## src/rtl/wb_mem_write_sequencer.sv

```systemverilog
// Writeback memory-write sequencer: drains the wb&is_mem result slots of
// one retiring op onto a single write-request port, lowest slot first.
module wb_mem_write_sequencer #(
    parameter int NRES   = 4,
    parameter int DATA_W = 64,
    parameter int ADDR_W = 32
) (
    input  logic                     clk,
    input  logic                     clr,
    input  logic                     flush,
    input  logic                     in_valid,
    output logic                     in_ready,
    input  logic [NRES-1:0]          in_res_wb,
    input  logic [NRES-1:0]          in_res_is_mem,
    input  logic [NRES*DATA_W-1:0]   in_res,
    input  logic [NRES*ADDR_W-1:0]   in_res_dest,
    input  logic [1:0]               in_ressize,
    input  logic [6:0]               in_ptcid,
    output logic                     mem_req_valid,
    input  logic                     mem_req_ready,
    output logic [ADDR_W-1:0]        mem_req_addr,
    output logic [DATA_W-1:0]        mem_req_data,
    output logic [1:0]               mem_req_size,
    output logic [6:0]               mem_req_ptcid,
    output logic                     op_done,
    output logic [15:0]              mem_wr_cnt
);

    localparam int IDX_W = (NRES > 1) ? $clog2(NRES) : 1;

    typedef enum logic {
        IDLE,
        DRAIN
    } state_t;

    state_t                   state_q, state_d;
    logic [NRES-1:0]          mask_q, mask_d;
    logic [NRES*DATA_W-1:0]   res_q, res_d;
    logic [NRES*ADDR_W-1:0]   dest_q, dest_d;
    logic [1:0]               size_d;
    logic [6:0]               ptcid_d;
    logic                     valid_d;
    logic [ADDR_W-1:0]        addr_d;
    logic [DATA_W-1:0]        data_d;
    logic                     done_d;
    logic [15:0]              cnt_d;

    logic [NRES-1:0]          in_mask;
    logic [NRES-1:0]          rem_mask;
    logic [IDX_W-1:0]         in_idx;
    logic [IDX_W-1:0]         rem_idx;
    logic                     beat_acc;

    function automatic logic [IDX_W-1:0] low_idx(input logic [NRES-1:0] m);
        low_idx = '0;
        for (int i = NRES - 1; i >= 0; i--) begin
            if (m[i]) low_idx = IDX_W'(i);
        end
    endfunction

    function automatic logic [DATA_W-1:0] size_mask(
        input logic [DATA_W-1:0] d,
        input logic [1:0]        sz
    );
        int lim;
        lim = 8 << sz;
        size_mask = '0;
        for (int i = 0; i < DATA_W; i++) begin
            if (i < lim) size_mask[i] = d[i];
        end
    endfunction

    assign in_ready = (state_q == IDLE);
    assign in_mask  = in_res_wb & in_res_is_mem;
    // Clearing the lowest set bit retires the slot just accepted.
    assign rem_mask = mask_q & (mask_q - NRES'(1));
    assign in_idx   = low_idx(in_mask);
    assign rem_idx  = low_idx(rem_mask);
    assign beat_acc = mem_req_valid & mem_req_ready;

    always_comb begin
        state_d = state_q;
        mask_d  = mask_q;
        res_d   = res_q;
        dest_d  = dest_q;
        size_d  = mem_req_size;
        ptcid_d = mem_req_ptcid;
        valid_d = mem_req_valid;
        addr_d  = mem_req_addr;
        data_d  = mem_req_data;
        done_d  = 1'b0;
        cnt_d   = mem_wr_cnt;

        // A beat handshaken on a flush edge still reached memory.
        if (beat_acc) cnt_d = mem_wr_cnt + 16'd1;

        if (flush) begin
            state_d = IDLE;
            mask_d  = '0;
            valid_d = 1'b0;
        end else begin
            unique case (state_q)
                IDLE: begin
                    if (in_valid) begin
                        res_d   = in_res;
                        dest_d  = in_res_dest;
                        size_d  = in_ressize;
                        ptcid_d = in_ptcid;
                        mask_d  = in_mask;
                        if (in_mask == '0) begin
                            done_d = 1'b1;
                        end else begin
                            state_d = DRAIN;
                            valid_d = 1'b1;
                            addr_d  = in_res_dest[in_idx*ADDR_W +: ADDR_W];
                            data_d  = size_mask(
                                in_res[in_idx*DATA_W +: DATA_W], in_ressize);
                        end
                    end
                end
                DRAIN: begin
                    if (beat_acc) begin
                        mask_d = rem_mask;
                        if (rem_mask == '0) begin
                            valid_d = 1'b0;
                            done_d  = 1'b1;
                            state_d = IDLE;
                        end else begin
                            addr_d = dest_q[rem_idx*ADDR_W +: ADDR_W];
                            data_d = size_mask(
                                res_q[rem_idx*DATA_W +: DATA_W], mem_req_size);
                        end
                    end
                end
                default: state_d = IDLE;
            endcase
        end
    end

    always_ff @(posedge clk or negedge clr) begin
        if (!clr) begin
            state_q       <= IDLE;
            mask_q        <= '0;
            res_q         <= '0;
            dest_q        <= '0;
            mem_req_size  <= '0;
            mem_req_ptcid <= '0;
            mem_req_valid <= 1'b0;
            mem_req_addr  <= '0;
            mem_req_data  <= '0;
            op_done       <= 1'b0;
            mem_wr_cnt    <= '0;
        end else begin
            state_q       <= state_d;
            mask_q        <= mask_d;
            res_q         <= res_d;
            dest_q        <= dest_d;
            mem_req_size  <= size_d;
            mem_req_ptcid <= ptcid_d;
            mem_req_valid <= valid_d;
            mem_req_addr  <= addr_d;
            mem_req_data  <= data_d;
            op_done       <= done_d;
            mem_wr_cnt    <= cnt_d;
        end
    end

endmodule

```

## config.mk

```make
export PLATFORM = sky130hd
export DESIGN_NAME = wb_mem_write_sequencer
export DESIGN_NICKNAME = d
export VERILOG_FILES = /design/src/rtl/wb_mem_write_sequencer.sv
export SDC_FILE = /design/constraint.sdc
export NUM_CORES = 1
export LEC_CHECK = 0
export CORE_ASPECT_RATIO = 1.4
export CORE_MARGIN = 4
export CORE_UTILIZATION = 33
export DETAILED_ROUTE_END_ITERATION = 8
export GPL_TIMING_DRIVEN = 0
export PLACE_DENSITY = 0.57
export RECOVER_POWER = 100
export SLEW_MARGIN = 20
export SYNTH_ARGS = -nofsm -noshare
export SYNTH_HDL_FRONTEND = slang
export SYNTH_SLANG_ARGS = --single-unit
```

## constraint.sdc

```tcl
create_clock -name clk -period 5.6 [get_ports clk]
set_clock_uncertainty 0.15 [all_clocks]
set_input_delay 1.4 -clock clk [delete_from_list [all_inputs] [get_ports clk]]
set_output_delay 1.4 -clock clk [all_outputs]
set_load 0.005 [all_outputs]
```

**Word level (Yosys, flattened, before mapping)**

Index checks and enable logic that the tools add are counted.

- Bits in registers: 512
- Input bits: 406
- Output and inout bits: 124
- Logic and storage cells: 334

- Add/sub/neg operators: 2
- Order comparisons: 128
- Equality and inequality tests: 8
- Shifts and indexed selects: 6
- Multiplexer cells: 168
- Bitwise gates (word level): 5
- Reduce and logical (&&, ||, !) cells: 6

Operators by type and width:

| cell | number |
|---|---|
| < comparator 7 x 32 -> 1 bit, first input constant | 64 |
| < comparator 6 x 32 -> 1 bit, first input constant | 32 |
| < comparator 5 x 32 -> 1 bit, first input constant | 16 |
| indexed part select 256 x 9 -> 64 bit | 2 |
| < comparator 4 x 32 -> 1 bit, first input constant | 8 |
| 2-to-1 mux 64 bit | 4 |
| indexed part select 128 x 8 -> 32 bit | 2 |
| 2-to-1 mux 1 bit | 143 |
| < comparator 3 x 32 -> 1 bit, first input constant | 4 |
| 2-to-1 mux 32 bit | 4 |
| one-hot mux 64 bit (2 select lines) | 1 |
| < comparator 1 x 32 -> 1 bit, first input constant | 2 |
| < comparator 2 x 32 -> 1 bit, first input constant | 2 |
| one-hot mux 32 bit (2 select lines) | 1 |
| << shifter 4 x 2 -> 32 bit, first input constant | 2 |
| adder 16 x 1 -> 16 bit, second input constant | 1 |
| 2-to-1 mux 2 bit | 8 |
| 2-to-1 mux 4 bit | 3 |
| AND 4 bit | 2 |
| logical NOT 4 bit | 2 |
| one-hot mux 4 bit (2 select lines) | 1 |
| != test 2 bit, second input constant | 3 |
| != test 3 x 2 -> 1 bit, second input constant | 2 |
| != test 3 bit, second input constant | 2 |
| 9 further kinds | 12 |

**Longest topological paths before layout**

- Depth in word-level cells: 11
- Gate-level depth with buffers: 9
- Depth with buffers taken out: 6

**Worst setup path before layout**

No wires, ideal clock.

- Kind: in2reg
- Start point: input in_res_wb[1]
- End point: register mem_req_data[10]
- Data arrival time: 2.876 ns
- Data required time: 5.324 ns
- Path slack: 2.448 ns
- Stages on the path: 9
- Path through: and2_1 -> clkbuf_1 -> or3_1 -> buf_2 -> buf_6 -> buf_4 -> a221oi_2 -> o21ai_1 -> o32a_1

- Cells in the longest elaborated chain, start to end: 8
- Elaborated cells on any way between the ends: 11
- Classes of those cells: 1 x eq/ne; 1 x shift; 6 x mux; 1 x bitwise; 2 x reduce/logical

Ends and longest elaborated chain:

| element | line | text |
|---|---|---|
| from (decl) | 13 | `input logic [NRES-1:0] in_res_wb,` |
| AND 4 bit (*) | 74 | `assign in_mask = in_res_wb & in_res_is_mem;` |
| 2-to-1 mux 2 bit (2 in a row) | 57 | `if (m[i]) low_idx = IDX_W'(i);` |
| indexed part select 256 x 9 -> 64 bit | 117 | `in_res[in_idx*DATA_W +: DATA_W], in_ressize);` |
| 2-to-1 mux 1 bit | 69 | `if (i < lim) size_mask[i] = d[i];` |
| 2-to-1 mux 64 bit | 110 | `if (in_mask == '0) begin` |
| 2-to-1 mux 64 bit | 104 | `if (in_valid) begin` |
| one-hot mux 64 bit (2 select lines) | 102 | `unique case (state_q)` |
| to (signal assigned) | 162 | `mem_req_data <= data_d;` |
| to (decl) | 22 | `output logic [DATA_W-1:0] mem_req_data,` |

Mark *: on every way between the ends. The rest lies on a longest branch, timed or not. The select of a mux whose other input is x is not followed.
A chain may end at the register's enable or synchronous reset.

**Final worst setup path**

- Start point: input in_res_wb[1]
- End point: register mem_req_data[33]

The elaborated chain is that of the path after synthesis.

==> flow_metrics.tcl <==
set metrics [dict create \
    synth.largest_area_cell "dfrtp_1" \
    setup_ws_ns 0.423 \
    whs_ns 0.316 \
    wl_mm 147 \
    core_um2 78000 \
    via_count 28109 \
    area_growth_pct 33.2 \
    die_w_um 245 \
    maxCapViolCount 4 \
    io_buffers 529 \
    drtAntennaViolNets 0 \
    dpl_worst_slack_ns 0.513 \
    path_cells "dlygate4sd3_1, nand2_1, o21ai_0, clkbuf_1, clkbuf_1, a221oi_1, o21ai_0, o32a_1" \
    critPathKind "input pin to flop" \
    cp_slowest_stage_delay_ns 1.08 \
    finalNetCount 4143 \
    ctsHoldBuffers 0 \
    finalSetupViolCount 0 \
    synth_nets 3545 \
    fillers 7850 \
    rsz0062_at_grt "false" \
    synth_ff_type "dfrtp_1" \
    fmax_mhz 193 \
    met2_usage_pct 54.4 \
    worstMarginPinSlew_ns 3.14 \
    grt-busiest-layer "met2" \
    drc_errors 0 \
    status "finished, violations left" \
    p_leak_uw 0.0151 \
    start_util_pct 33.4 \
    h-tree-depth 2 \
    crit_buf_inv 3 \
    synth_top_area_share_pct 49.2 \
    ys_seq_area_share_pct 49.2 \
    synth_area_per_cell_um2 8.30 \
    grt_pass1_wl_mm 203 \
    drt-wirelength-per-cell_um 30.3 \
    critPathArrivalTime_ns 5.57 \
    ios 530 \
    tritoncts "done" \
    ys_seq_elements 512 \
    grt_util_met3_pct 8.87 \
    synth_cell_types 45 \
    globalRouteOverflowTotal 0 \
    synth.area.top_cells "dfrtp_1 (49%), nand2_1 (18%), clkbuf_1 (3.0%), a22oi_1 (2.8%), o21ai_0 (2.5%)" \
    max_slew_margin_pct -110 \
    first_global_vias 27565 \
    antenna_found_initial 17 \
    core.rowCount 121 \
    ys_top_cells_by_count "nand2_1 (1279), dfrtp_1 (512), clkbuf_1 (206)" \
    drive_above_1_share_pct 4.37 \
    cp_max_fo 10 \
    endpoint_kind "flop" \
    cp_slowest_cell "o21ai_0" \
    clk_path_buf_depth 3 \
    hold_class "flop to flop" \
    dp.cells 4721 \
    vdd_drop_max_mv 0.250 \
    ys_async_sr_fraction_pct 100 \
    violations "max-capacitance violations, max-slew violations" \
    grt_usage_pct 33.7 \
    start_kind "input pin" \
    cts.sinks 512 \
    hold_viol 0 \
    root_buffer "clkbuf_16" \
    grt_max_degree 90 \
    die_h_um 340 \
    clk_pin_slew_ns 0.06 \
    viasPerCell 5.82 \
    critPathTopFamily "compound AO/OA/AOI/OAI gates" \
    post-cts-setup-buffers 0 \
    firstDrtPassIters 5 \
    min_period_ns 5.18 \
    post_synth_instance_area_um2 26000 \
    post-synth-top-count-cell "nand2_1" \
    drv_slew 70 \
    gp_congestion 0.930 \
    period_share_pct 92.4 \
    instances_no_fill 4833 \
    grtUsageMet1_pct 40.1 \
    die_area_um2 83500 \
    synth_edf_count 0 \
    required_ns 6.00 \
    post_cts_resized 0 \
    yosysWarnings 0 \
    p_per_area_nw_per_um2 339 \
    dp_hpwl_mm 105 \
    tns_ns 0 \
    dr.first_iter.drc_count 3406 \
    worstSkewPairLatency_ns 0.67 \
    cts_buffers 57 \
    finalPower_uw 11800 \
    syn_inst 3138 \
]
-- tightest hold or removal path: cells and delay by family (launching register included) --
kind	cells	cell delay [ns]
flip-flops	1	0.34
AND/OR/NAND/NOR	2	0.10
-- routing by layer --
metal	wire length, µm	part of all wire [%]
met2	67700	46
met4	10700	7.3
met3	14800	10
met5	80	0.055
met1	53300	36
-- area by class of cell --
class                   count  area, µm²  area share (%)
clock inverters             9       96.3           0.278
inverters                  22       82.6           0.238
well taps                1045       1310            3.77
clock buffers              92       1730            4.99
repair buffers            539       5500            15.9
plain buffers             274       1140            3.28
diodes                     10       25.0          0.0721
multi-input cells        2330      12000            34.6
flip-flops and latches    512      12800            36.9
-- state kept, by name, summed over array words and instances (netlist names) --
name,count
state_q,1
res_q,256
mem_req_data,64
mem_req_ptcid,7
mem_wr_cnt,16
dest_q,128
op_done,1
mem_req_valid,1
mem_req_addr,32
mem_req_size,2
mask_q,4
-- per-stage QoR --
stage	utilization [%]	area (µm²)
global placement	41.9	32600
floorplan	-	26000
finish	44.5	34700
detailed placement	42.2	32900
global route	44.5	34700
CTS	44.5	34700
-- worst paths after layout --
kind	endpoint	slack [ns]	startpoint	cells past startpoint
max	mem_req_data[33]	0.42	in_res_wb[1]	8
min	mem_req_ptcid[6]	0.32	mem_req_ptcid[6]	2
max reg2reg	res_q[65]	1.73	state_q	7
min reg2reg	mem_req_ptcid[6]	0.32	mem_req_ptcid[6]	2
max in group asynchronous	mem_req_ptcid[5]	1.65	clr	3
min in group asynchronous	mem_req_data[5]	1.65	clr	1
-- placed cells by master, fill, tap and decap left out, types with 5 or more instances in the layout --
| master | instances |
|---|---|
| clkinv_2 | 6 |
| buf_6 | 5 |
| a2bb2oi_1 | 57 |
| clkbuf_8 | 15 |
| xnor2_1 | 11 |
| nand2_1 | 1279 |
| xor2_1 | 5 |
| o31ai_1 | 40 |
| buf_1 | 10 |
| buf_16 | 6 |
| o21ai_0 | 129 |
| and2_1 | 82 |
| dlygate4sd3_1 | 128 |
| a221oi_1 | 75 |
| clkbuf_16 | 58 |
| clkbuf_1 | 219 |
| clkbuf_2 | 12 |
| nand3_1 | 66 |
| clkdlybuf4s50_1 | 400 |
| diode_2 | 10 |
| a21oi_1 | 118 |
| o221ai_1 | 56 |
| o211ai_1 | 38 |
| buf_4 | 8 |
| o32a_1 | 55 |
| o21ai_1 | 8 |
| o21a_1 | 22 |
| buf_2 | 44 |
| nor2_1 | 72 |
| a22oi_1 | 97 |
| o22a_1 | 20 |
| dfrtp_1 | 512 |
| o2111ai_1 | 40 |
| inv_1 | 22 |
| o22ai_1 | 21 |
-- cell families (layout without fill, tap and decap cells) --
logic type / count (synthesis) / after routing / synth area share, %
AOI/OAI and AO/OA: 792 / 792 / 22.3
xor gates and xnor gates: 16 / 16 / 0.538
adders and majority gates: 1 / 1 / 0.0480
buffers and inverters: 296 / 936 / 4.63
DFF: 512 / 512 / 49.2
other: 0 / 10 / 0
and+or+nand+nor: 1521 / 1521 / 23.3
-- power breakdown --
part | internal [µW] | leakage, µW | total (µW) | switching (µW)
clock network | 2150 | 0.000899 | 3850 | 1700
registers | 4470 | 0.00632 | 5030 | 563
logic | 1200 | 0.00791 | 2890 | 1680
total | 7820 | 0.0151 | 11800 | 3950
Note: power is estimated with default switching activity, not from simulation.
